<file path="src/rtl/fir_seq_pkg.sv">
// Shared types and constants for the FIR sample sequencer: FSM states,
// APB register word indices, CTRL/STATUS bit positions.
package fir_seq_pkg;

    typedef enum logic [1:0] {
        S_IDLE,
        S_ISSUE,
        S_WAIT,
        S_STORE
    } state_t;

    typedef logic [9:0] word_t;

    localparam word_t W_CTRL       = 10'd0;
    localparam word_t W_DATA_IN    = 10'd1;
    localparam word_t W_DATA_OUT   = 10'd2;
    localparam word_t W_STATUS     = 10'd3;
    localparam word_t W_SAMPLE_CNT = 10'd4;
    localparam word_t W_RESULT_CNT = 10'd5;

    localparam int CTRL_EN     = 0;
    localparam int CTRL_CLR    = 1;
    localparam int CTRL_IRQ_EN = 2;

    localparam int ST_IN_EMPTY  = 0;
    localparam int ST_IN_FULL   = 1;
    localparam int ST_OUT_EMPTY = 2;
    localparam int ST_OUT_FULL  = 3;
    localparam int ST_OVF       = 4;
    localparam int ST_UNF       = 5;
    localparam int ST_TMO       = 6;
    localparam int ST_BUSY      = 7;

    localparam logic [31:0] UNMAPPED_RDATA = 32'hFFFF_FFFF;

endpackage

</file>
<file path="src/rtl/fir_seq_ctrl_if.sv">
// APB slave bus bundle for the FIR sequencer; the CPU side is the master.
interface fir_seq_ctrl_if #(
    parameter int ADDR_WIDTH = 12
);
    logic [ADDR_WIDTH-1:0] PADDR;
    logic [31:0]           PWDATA;
    logic                  PWRITE;
    logic                  PSEL;
    logic                  PENABLE;
    logic [31:0]           PRDATA;
    logic                  PREADY;
    logic                  PSLVERR;

    modport master (
        output PADDR, PWDATA, PWRITE, PSEL, PENABLE,
        input  PRDATA, PREADY, PSLVERR
    );

    modport slave (
        input  PADDR, PWDATA, PWRITE, PSEL, PENABLE,
        output PRDATA, PREADY, PSLVERR
    );
endinterface

</file>
<file path="src/rtl/fir_seq_fifo.sv">
// Synchronous FIFO with flush; a push is accepted while full if a pop
// happens in the same cycle. DEPTH must be a power of two.
module fir_seq_fifo #(
    parameter int WIDTH = 32,
    parameter int DEPTH = 8
) (
    input  logic             clk,
    input  logic             rst,
    input  logic             flush,
    input  logic             push,
    input  logic             pop,
    input  logic [WIDTH-1:0] wdata,
    output logic [WIDTH-1:0] rdata,
    output logic             empty,
    output logic             full
);
    localparam int AW = $clog2(DEPTH);
    localparam logic [AW:0] FULL_COUNT = (AW + 1)'(DEPTH);

    logic [WIDTH-1:0] mem [DEPTH];
    logic [AW-1:0]    wr_ptr;
    logic [AW-1:0]    rd_ptr;
    logic [AW:0]      count;
    logic             do_push;
    logic             do_pop;

    assign empty   = (count == '0);
    assign full    = (count == FULL_COUNT);
    assign do_pop  = pop & ~empty;
    assign do_push = push & (~full | do_pop);
    assign rdata   = mem[rd_ptr];

    // NOTE: storage is deliberately not reset; count gates every read, so
    // stale contents are never observed and the array maps onto plain RAM.
    always_ff @(posedge clk) begin
        if (do_push && !flush)
            mem[wr_ptr] <= wdata;
    end

    // NOTE: sequential state uses non-blocking assignments so every register
    // samples pre-edge values regardless of statement order.
    always_ff @(posedge clk) begin
        if (rst || flush) begin
            wr_ptr <= '0;
            rd_ptr <= '0;
            count  <= '0;
        end else begin
            if (do_push)
                wr_ptr <= wr_ptr + 1'b1;
            if (do_pop)
                rd_ptr <= rd_ptr + 1'b1;
            case ({do_push, do_pop})
                2'b10:   count <= count + 1'b1;
                2'b01:   count <= count - 1'b1;
                default: count <= count;
            endcase
        end
    end

endmodule

</file>
<file path="src/rtl/fir_seq_ctrl.sv">
// APB-programmed sequencer feeding samples to a FIR core one at a time and
// buffering its results, with sticky error flags and a level interrupt.
module fir_seq_ctrl
    import fir_seq_pkg::*;
#(
    parameter int APB_ADDR_WIDTH = 12,
    parameter int FIFO_DEPTH     = 8,
    parameter int TIMEOUT        = 64
) (
    input  logic           HCLK,
    input  logic           HRESET,
    fir_seq_ctrl_if.slave  apb,
    output logic           fir_ce,
    output logic [31:0]    fir_sample,
    input  logic [31:0]    fir_result,
    input  logic           fir_valid,
    output logic           irq
);
    localparam int CW = $clog2(TIMEOUT + 1);

    state_t              state, state_next;
    logic                en, irq_en, ovf, unf, tmo;
    logic [31:0]         sample_cnt, result_cnt, result_q;
    logic [CW-1:0]       wait_cnt;
    logic [APB_ADDR_WIDTH-1:0] paddr;
    logic                unused_addr_bits;
    word_t               word;
    logic                wr, rd, clr, timeout_evt;
    logic                in_push_req, in_pop, in_empty, in_full;
    logic                out_pop_req, out_pop, out_push, out_empty, out_full;
    logic                ovf_evt, unf_evt;
    logic [31:0]         in_head, out_head;
    logic [7:0]          status;

    assign paddr            = apb.PADDR;
    assign unused_addr_bits = ^paddr[1:0];
    assign word             = paddr[11:2];
    assign wr  = apb.PSEL & apb.PENABLE & apb.PWRITE;
    assign rd  = apb.PSEL & apb.PENABLE & ~apb.PWRITE;
    assign clr = wr && (word == W_CTRL) && apb.PWDATA[CTRL_CLR];

    assign in_push_req = wr && (word == W_DATA_IN);
    assign out_pop_req = rd && (word == W_DATA_OUT);
    assign in_pop      = (state == S_ISSUE);
    assign out_pop     = out_pop_req & ~out_empty;
    assign out_push    = (state == S_STORE);
    // A write to a full in-FIFO is still taken if ISSUE frees a slot this cycle.
    assign ovf_evt     = in_push_req & in_full & ~in_pop;
    assign unf_evt     = out_pop_req & out_empty;

    fir_seq_fifo #(.WIDTH(32), .DEPTH(FIFO_DEPTH)) u_in_fifo (
        .clk(HCLK), .rst(HRESET), .flush(clr),
        .push(in_push_req), .pop(in_pop), .wdata(apb.PWDATA),
        .rdata(in_head), .empty(in_empty), .full(in_full)
    );

    fir_seq_fifo #(.WIDTH(32), .DEPTH(FIFO_DEPTH)) u_out_fifo (
        .clk(HCLK), .rst(HRESET), .flush(clr),
        .push(out_push), .pop(out_pop), .wdata(result_q),
        .rdata(out_head), .empty(out_empty), .full(out_full)
    );

    // NOTE: every always_comb output gets a default first so no path can
    // leave it unassigned and infer a latch.
    always_comb begin
        state_next  = state;
        timeout_evt = 1'b0;
        case (state)
            S_IDLE:  if (en && !in_empty && (!out_full || out_pop))
                         state_next = S_ISSUE;
            S_ISSUE: state_next = S_WAIT;
            S_WAIT: begin
                if (fir_valid) begin
                    state_next = S_STORE;
                end else if (wait_cnt == CW'(TIMEOUT - 1)) begin
                    state_next  = S_IDLE;
                    timeout_evt = 1'b1;
                end
            end
            S_STORE: state_next = S_IDLE;
            default: state_next = S_IDLE;
        endcase
        if (clr)
            state_next = S_IDLE;
    end

    always_ff @(posedge HCLK) begin
        if (HRESET) begin
            state      <= S_IDLE;
            en         <= 1'b0;
            irq_en     <= 1'b0;
            ovf        <= 1'b0;
            unf        <= 1'b0;
            tmo        <= 1'b0;
            sample_cnt <= '0;
            result_cnt <= '0;
            result_q   <= '0;
            wait_cnt   <= '0;
        end else begin
            state <= state_next;
            if (wr && word == W_CTRL) begin
                en     <= apb.PWDATA[CTRL_EN];
                irq_en <= apb.PWDATA[CTRL_IRQ_EN];
            end
            if (state == S_ISSUE)
                wait_cnt <= '0;
            else if (state == S_WAIT)
                wait_cnt <= wait_cnt + 1'b1;
            if (state == S_WAIT && fir_valid)
                result_q <= fir_result;
            if (clr) begin
                sample_cnt <= '0;
                result_cnt <= '0;
                ovf        <= 1'b0;
                unf        <= 1'b0;
                tmo        <= 1'b0;
            end else begin
                if (in_pop)   sample_cnt <= sample_cnt + 1'b1;
                if (out_push) result_cnt <= result_cnt + 1'b1;
                // Write-1-to-clear first so a same-cycle event keeps the flag set.
                if (wr && word == W_STATUS) begin
                    if (apb.PWDATA[ST_OVF]) ovf <= 1'b0;
                    if (apb.PWDATA[ST_UNF]) unf <= 1'b0;
                    if (apb.PWDATA[ST_TMO]) tmo <= 1'b0;
                end
                if (ovf_evt)     ovf <= 1'b1;
                if (unf_evt)     unf <= 1'b1;
                if (timeout_evt) tmo <= 1'b1;
            end
        end
    end

    always_comb begin
        status               = '0;
        status[ST_IN_EMPTY]  = in_empty;
        status[ST_IN_FULL]   = in_full;
        status[ST_OUT_EMPTY] = out_empty;
        status[ST_OUT_FULL]  = out_full;
        status[ST_OVF]       = ovf;
        status[ST_UNF]       = unf;
        status[ST_TMO]       = tmo;
        status[ST_BUSY]      = (state != S_IDLE);
    end

    always_comb begin
        apb.PRDATA = UNMAPPED_RDATA;
        case (word)
            W_CTRL:       apb.PRDATA = {29'd0, irq_en, 1'b0, en};
            W_DATA_IN:    apb.PRDATA = '0;
            W_DATA_OUT:   apb.PRDATA = out_empty ? '0 : out_head;
            W_STATUS:     apb.PRDATA = {24'd0, status};
            W_SAMPLE_CNT: apb.PRDATA = sample_cnt;
            W_RESULT_CNT: apb.PRDATA = result_cnt;
            default:      apb.PRDATA = UNMAPPED_RDATA;
        endcase
    end

    assign apb.PREADY  = 1'b1;
    assign apb.PSLVERR = ~HRESET & (ovf_evt | unf_evt);
    assign fir_ce      = ~HRESET & (state == S_ISSUE);
    assign fir_sample  = fir_ce ? in_head : '0;
    assign irq         = ~HRESET & irq_en & (~out_empty | ovf | unf | tmo);

endmodule

</file>
<file path="src/flat_wrapper.sv">
// flat-port wrapper written by rule: the top's interface ports become plain ports
module fir_seq_ctrl_flat import fir_seq_pkg::*;
#(
    parameter int APB_ADDR_WIDTH = 12,
    parameter int FIFO_DEPTH     = 8,
    parameter int TIMEOUT        = 64
)
  (HCLK, HRESET, fir_ce, fir_sample, fir_result, fir_valid, irq, apb_PADDR, apb_PWDATA, apb_PWRITE, apb_PSEL, apb_PENABLE, apb_PRDATA, apb_PREADY, apb_PSLVERR);
  fir_seq_ctrl_if #(.ADDR_WIDTH(12)) apb_i ();
  input  logic HCLK;
  input  logic HRESET;
  output logic fir_ce;
  output logic [31:0] fir_sample;
  input  logic [31:0] fir_result;
  input  logic fir_valid;
  output logic irq;
  input wire logic [$bits(apb_i.PADDR)-1:0] apb_PADDR;
  input wire logic [$bits(apb_i.PWDATA)-1:0] apb_PWDATA;
  input wire logic [$bits(apb_i.PWRITE)-1:0] apb_PWRITE;
  input wire logic [$bits(apb_i.PSEL)-1:0] apb_PSEL;
  input wire logic [$bits(apb_i.PENABLE)-1:0] apb_PENABLE;
  output wire logic [$bits(apb_i.PRDATA)-1:0] apb_PRDATA;
  output wire logic [$bits(apb_i.PREADY)-1:0] apb_PREADY;
  output wire logic [$bits(apb_i.PSLVERR)-1:0] apb_PSLVERR;
  assign apb_i.PADDR = apb_PADDR;
  assign apb_i.PWDATA = apb_PWDATA;
  assign apb_i.PWRITE = apb_PWRITE;
  assign apb_i.PSEL = apb_PSEL;
  assign apb_i.PENABLE = apb_PENABLE;
  assign apb_PRDATA = apb_i.PRDATA;
  assign apb_PREADY = apb_i.PREADY;
  assign apb_PSLVERR = apb_i.PSLVERR;
  fir_seq_ctrl #(.APB_ADDR_WIDTH(APB_ADDR_WIDTH), .FIFO_DEPTH(FIFO_DEPTH), .TIMEOUT(TIMEOUT)) u_core (.HCLK(HCLK), .HRESET(HRESET), .apb(apb_i), .fir_ce(fir_ce), .fir_sample(fir_sample), .fir_result(fir_result), .fir_valid(fir_valid), .irq(irq));
endmodule
</file>
<file path="config.mk">
export PLATFORM = sky130hd
export DESIGN_NAME = fir_seq_ctrl_flat
export DESIGN_NICKNAME = d
export VERILOG_FILES = /design/src/rtl/fir_seq_pkg.sv /design/src/rtl/fir_seq_ctrl_if.sv /design/src/rtl/fir_seq_fifo.sv /design/src/rtl/fir_seq_ctrl.sv /design/src/flat_wrapper.sv
export SDC_FILE = /design/constraint.sdc
export NUM_CORES = 1
export LEC_CHECK = 0
export ABC_CLOCK_PERIOD_IN_PS = 11630
export CAP_MARGIN = 20
export CORE_MARGIN = 2
export CORE_UTILIZATION = 40
export CTS_BUF_LIST = sky130_fd_sc_hd__clkbuf_8
export DETAILED_ROUTE_END_ITERATION = 8
export PLACE_DENSITY_LB_ADDON = 0.2
export SYNTH_ARGS = -nofsm -noshare
export SYNTH_HDL_FRONTEND = slang
export SYNTH_SLANG_ARGS = --single-unit
</file>
<file path="constraint.sdc">
create_clock -name HCLK -period 11.63 [get_ports HCLK]
set_clock_uncertainty 0.1 [all_clocks]
set_input_delay 1.7445 -clock HCLK [delete_from_list [all_inputs] [get_ports HCLK]]
set_output_delay 1.7445 -clock HCLK [all_outputs]
set_load 0.01 [all_outputs]
</file>
# ---- Yosys cells after proc, flatten, opt, wreduce, memory -nomap -nowiden
# Memory sizes are Yosys's and may differ from the RTL's. A register that Yosys moved wholly into a read port is not among the register bits.
# Index checks and enable logic that the tools add are counted.
# Widths: inputs -> output; s select.
dict set report classes {
  add_sub_neg 11
  n_bitwise 28
  mux 29
  n_reduce_logical 34
  eq_ne 17
}
# cell count
set op_table {}
lappend op_table {{$pmux 32 s6} 1}
lappend op_table {{$add 32x1->32 const B} 2}
lappend op_table {{$mux 32} 2}
lappend op_table {{$eq 10x2->1 const B} 2}
lappend op_table {{$eq 10x3->1 const B} 2}
lappend op_table {{$reduce_bool 2->1} 9}
lappend op_table {{$mux 1} 16}
lappend op_table {{$pmux 4 s2} 2}
lappend op_table {{$and 1x1->1} 15}
lappend op_table {{$add 3x1->3 const B} 4}
lappend op_table {{$mux 3} 4}
lappend op_table {{$eq 10x1->1 const B} 1}
lappend op_table {{$logic_and 1x1->1} 10}
lappend op_table {{$logic_not 10->1} 1}
lappend op_table {{$add 4x1->4 const B} 2}
lappend op_table {{$eq 2x2->1 const B} 4}
lappend op_table {{$eq 4x4->1 const B} 2}
lappend op_table {{$logic_not 4->1} 2}
lappend op_table {{$pmux 2 s4} 1}
lappend op_table {{$reduce_and 2->1} 4}
lappend op_table {{$sub 4x1->4 const B} 2}
lappend op_table {{$add 7x1->7 const B} 1}
lappend op_table {{$eq 7x6->1 const B} 1}
lappend op_table {{$not 1->1} 7}
lappend op_table {{9 further kinds} 22}
dict set report totals {
  inputBits 82
  mem_count 2
  ramBits 512
  regBits 130
  out_inout_bits 68
}
# memory depth word_bits read_ports rd_ports_with_merged_regs write_ports line
set memory_table {}
lappend memory_table {u_core.u_in_fifo.mem 8 32 1 1 1 fir_seq_fifo.sv:20} ;# logic [WIDTH-1:0] mem [DEPTH];
lappend memory_table {u_core.u_out_fifo.mem 8 32 1 1 1 fir_seq_fifo.sv:20}

# ---- Logic depth before layout (Yosys ltp)
dict set report depth {
  word_depth 10
  ltp_mapped 13
  ltp_nobuf 11
}

# ---- By module
# Synthesis repeated with hierarchy kept, for this count alone.
dict set report hier_totals {
  cells_unflattened 1701
  area_unflattened_um2 27251.1
}
# mod area_per_inst_um2 n_inst seq_area_each_um2 cells_per_inst
set modules_own_cells {}
lappend modules_own_cells {fir_seq_fifo 10526.3 2 7947.6 457}
lappend modules_own_cells {fir_seq_ctrl 6198.4 1 2202.1 787}

# ---- Least setup slack after synthesis
# OpenSTA, ideal clock, no wires.
dict set report synth_timing {
  path_type {input to register}
  startpoint {input apb_PADDR[9]}
  endpoint {memory u_core.u_out_fifo.mem[0][0] (enable)}
  t_required_ps 11069
  setup_slack_ps 5676
  path_buffers 2
  path_stages 7
  t_arrival_ps 5393
  cell_sequence {or4_1 buf_2 o41ai_2 and2_1 buf_2 nand3b_1 nor3_1}
}
dict set report synth_via {
  elab_chain_len 9
}
# item line
set synth_rtl {}
lappend synth_rtl {{start, declared} flat_wrapper.sv:17} ;# input wire logic [$bits(apb_i.PADDR)-1:0] apb_PADDR;
lappend synth_rtl {{$eq 10x2->1} fir_seq_ctrl.sv:43} ;# assign out_pop_req = rd && (word == W_DATA_OUT);
lappend synth_rtl {{$logic_and 1x1->1} fir_seq_ctrl.sv:43}
lappend synth_rtl {{$and 1x1->1} fir_seq_ctrl.sv:45} ;# assign out_pop = out_pop_req & ~out_empty;
lappend synth_rtl {{$and 1x1->1} fir_seq_fifo.sv:29} ;# assign do_pop = pop & ~empty;
lappend synth_rtl {{$or 1x1->1} fir_seq_fifo.sv:30} ;# assign do_push = push & (~full | do_pop);
lappend synth_rtl {{$and 1x1->1} fir_seq_fifo.sv:30}
lappend synth_rtl {{$logic_and 1x1->1 (*)} fir_seq_fifo.sv:36} ;# if (do_push && !flush)
lappend synth_rtl {{$mux 1 (*)} fir_seq_fifo.sv:36}
lappend synth_rtl {{$mux 1 (not written as such) (*)} fir_seq_fifo.sv:37} ;# mem[wr_ptr] <= wdata;
lappend synth_rtl {{end, declared} fir_seq_fifo.sv:20}
# Mark *: on every way between the ends. The rest lies on a longest branch, timed or not.

# ---- Worst setup path in the final report
dict set report layout_timing {
  startpoint {input apb_PADDR[3]}
  endpoint {output apb_PRDATA[2]}
}
dict set report layout_via {
  elab_chain_len 2
}
# item line
set layout_rtl {}
lappend layout_rtl {{$eq 10x3->1 (tied with other cells)} fir_seq_ctrl.sv:147} ;# case (word)
lappend layout_rtl {{$pmux 32 s6 (*)} fir_seq_ctrl.sv:147}
lappend layout_rtl {{end, declared} flat_wrapper.sv:22} ;# output wire logic [$bits(apb_i.PRDATA)-1:0] apb_PRDATA;
# Marked as above.

==> flow_summary.toml <==
[outcome]
status = "finished clean"

[timing]
clock.fmax_mhz = 149
relSlewSlack = 0.307
post-route-period-util = 0.576
fin_crit_ns = 6.69
setup_tns_ns = 0
setup_viol = 0
hold_violations = 0
tightest_slew_ns = 1.04
drv_slew = 0
rsz0062_at_grt = "no"
fin_ws_ns = 4.94

[job]
drv_cap = 0

[critical_path]
ff2ff_path_depth = 10
worstSetupPathType = "in -> out"
cp_cell_sequence = "clkdlybuf4s50_1 > buf_4 > or3b_1 > or4_1 > buf_4 > o21ai_0 > clkdlybuf4s50_1"
cp.arrival_ns = 4.85
cp_slowest_stage_delay_ns = 0.63
cpMaxStageDelayCell = "clkdlybuf4s50_1"
cp_max_fo = 37
r2r-start = "u_core.state[1]"
startpoint_type = "input port"
rr_endpoint = "u_core.u_out_fifo.count[2]"
cp.required_ns = 9.79
ff2ff_setup_slack_ns = 8.50
cp-end-kind = "primary output"

[detailed_routing]
routed_wl_mm = 60.1
wl_met1_mm = 28.0
first_pass_iters = 5
detail-route-antenna-nets = 0
detail_route.wl_per_cell_um = 21.4
dr.first_iter.drc_count = 1216
viasPerCell = 5.28
drc = 0
wl_met3_mm = 2.52
wl_met2_mm = 28.4
maxUsedRoutingLayer = "met4"
dr_total_vias = 14800

[synth]
synthDistinctLibCells = 68
yosys_warnings = 0
syn-instance-count = 1666
synth_top_cells_by_area = "edfxtp_1 58%, mux4_2 11%, dfxtp_1 10%"
yosys-top-cells-count = "512 x edfxtp_1, 141 x nor2_1, 136 x dfxtp_1"
synth-async-reset-ratio = 0
synth-edff-count = 512
synth_ff_type = "edfxtp_1"
synth_area_mm2 = 0.0263
synth_nets = 1761
syn_avg_cell_area_um2 = 15.8
yosys.area.top_type_share = 0.584
synth_top_area_cell = "edfxtp_1"
synth.most_common_cell = "edfxtp_1"
synth-seq-cells = 648
seq_area_frac_synth = 0.687

[placed_design]
portBuffers = 146
place_area_mm2 = 0.0288
hpwl_mm = 34.2
globalplace.congestion = 0.786
dp_slack_ns = 4.88
placedCellCount = 2606

[clocking]
clock_latency_ns = 0.70
cts_tree = "yes"
cts_buffers = 105
cts_sinks = 648
cts_hold_buf = 0
clk_pin_slew_ns = 0.05
ctsResizeCount = 0
postCtsSetupRepairBufs = 0
clockBufferDepth = 3
htreeDepth = 3
cts-root-buf = "clkbuf_8"

[power]
p_leak_nw = 9.94
power.density_mw_per_mm2 = 143
peakVddDrop_mv = 0.0856

[floorplan]
initial_core_util = 0.402
die_area_mm2 = 0.0679
row_count = 94
num_io_pins = 150
die_w_um = 261
dieHeight_um = 261
core_mm2 = 0.0655

[finish]
multi_input_area_mm2 = 0.00782
fin_nets = 1945
drive_above_1_share = 0.188
finalNonFillerCells = 2805
regArea_mm2 = 0.0181
final_area_mm2 = 0.0308
n_fill_cell = 5609
finalCoreUtilization = 0.470
syn2layout_area_growth_pct = 16.9

[global_route]
grt.total_usage = 0.179
grt_overflow = 0
antenna_found_initial = 2
grt_pass1_wl_mm = 91.1
grt_pass1_vias = 15200
grt_max_degree = 65

[worst_hold_path]
holdPathStages = 2
hp-class = "reg -> reg"
min_to = "u_core.ovf"
hold_path.startpoint = "u_core.ovf"
[flip-flops by register name (all words and copies together) (netlist names), named ones only]
name / flops
u_core.tmo: 1
u_core.ovf: 1
u_core.u_out_fifo.mem: 256
u_core.u_out_fifo.rd_ptr: 3
u_core.unf: 1
u_core.sample_cnt: 32
u_core.u_in_fifo.rd_ptr: 3
u_core.result_q: 32
u_core.result_cnt: 32
u_core.u_out_fifo.count: 4
u_core.en: 1
u_core.irq_en: 1
u_core.wait_cnt: 7
u_core.u_in_fifo.wr_ptr: 3
u_core.state: 2
u_core.u_in_fifo.count: 4
u_core.u_out_fifo.wr_ptr: 3
u_core.u_in_fifo.mem: 256
[worst max path at each step]
stage | end | startpoint | cells past startpoint
4_1_cts | apb_PSLVERR | apb_PADDR[9] | 6
2_1_floorplan | u_core.u_out_fifo.mem[0][0] | apb_PADDR[9] | 7
3_3_place_gp | apb_PSLVERR | apb_PADDR[9] | 6
6_report | apb_PRDATA[2] | apb_PADDR[3] | 7
5_1_grt | apb_PRDATA[2] | apb_PADDR[3] | 7
3_5_place_dp | apb_PSLVERR | apb_PADDR[9] | 6
[placed cells by master (no fill, tap or decap), types with 5 or more instances in the layout]
cell / instances
nor3b_1: 5
nand3_1: 27
nand2b_1: 11
mux4_2: 128
a21oi_1: 65
inv_1: 56
or3_1: 11
dfxtp_1: 130
and4_1: 5
or2_2: 5
edfxtp_1: 512
buf_4: 32
ha_1: 12
o211ai_1: 27
mux2i_1: 75
mux2_2: 20
clkinv_2: 9
nor2_4: 12
nand4_1: 10
nand2_1: 118
nor2b_1: 6
nor2_1: 128
nor4_1: 20
o21ai_0: 49
nor3_2: 5
xor2_1: 22
nor3_1: 21
and2_1: 6
clkdlybuf4s50_1: 144
clkbuf_8: 115
clkinv_1: 24
xnor2_1: 48
[worst max-delay path: cells and delay by family]
| kind | cells | cell delay [ns] |
|---|---|---|
| AOI/OAI and AO/OA | 1 | 0.44 |
| buffers and inverters | 4 | 1.65 |
| and+or+nand+nor | 2 | 0.98 |
[final cells by class]
type                       count  share of cell area
sequential                   648               0.588
multi-input combinational    898               0.254
timing repair buffer         179              0.0554
clock buffer                 115              0.0514
tap                          864              0.0351
clock inverter                80              0.0139
inverter                      18             0.00219
antenna                        3            0.000244
[per-layer routing]
layer	up-vias	global-route usage
met5	-	0
met4	0	0.0532
met3	95	0.0293
met2	294	0.284
met1	7634	0.253
li1	6786	-
[report_power, final]
| part | leakage [nW] | switching [W] | internal [W] | total [W] |
|---|---|---|---|---|
| sequential | 6.12 | 0.00000000500 | 0.00248 | 0.00248 |
| clock | 1.17 | 0.000904 | 0.000963 | 0.00187 |
| combinational | 2.65 | 0.0000376 | 0.0000295 | 0.0000671 |
| total | 9.94 | 0.000941 | 0.00347 | 0.00441 |
[metrics by stage]
stage	total power [W]	hold WS, ns
floorplan	0.00255	0.349
global placement	0.00259	0.372
detailed placement	0.00260	0.380
CTS	0.00446	0.387
global route	0.00458	0.411
finish	0.00441	0.386
[cells by family (layout without fill, tap and decap cells)]
kind of cell | count (synthesis) | after routing | share of synthesized area
and+or+nand+nor | 427 | 427 | 0.0794
xor gates and xnor gates | 70 | 70 | 0.0233
adders and majority gates | 13 | 13 | 0.00646
DFF | 648 | 648 | 0.687
buffers and inverters | 120 | 392 | 0.0205
other | 1 | 4 | 0.000142
AOI/OAI and AO/OA | 164 | 164 | 0.0366
muxes | 223 | 223 | 0.147
Power figures use the tool's default switching activity.
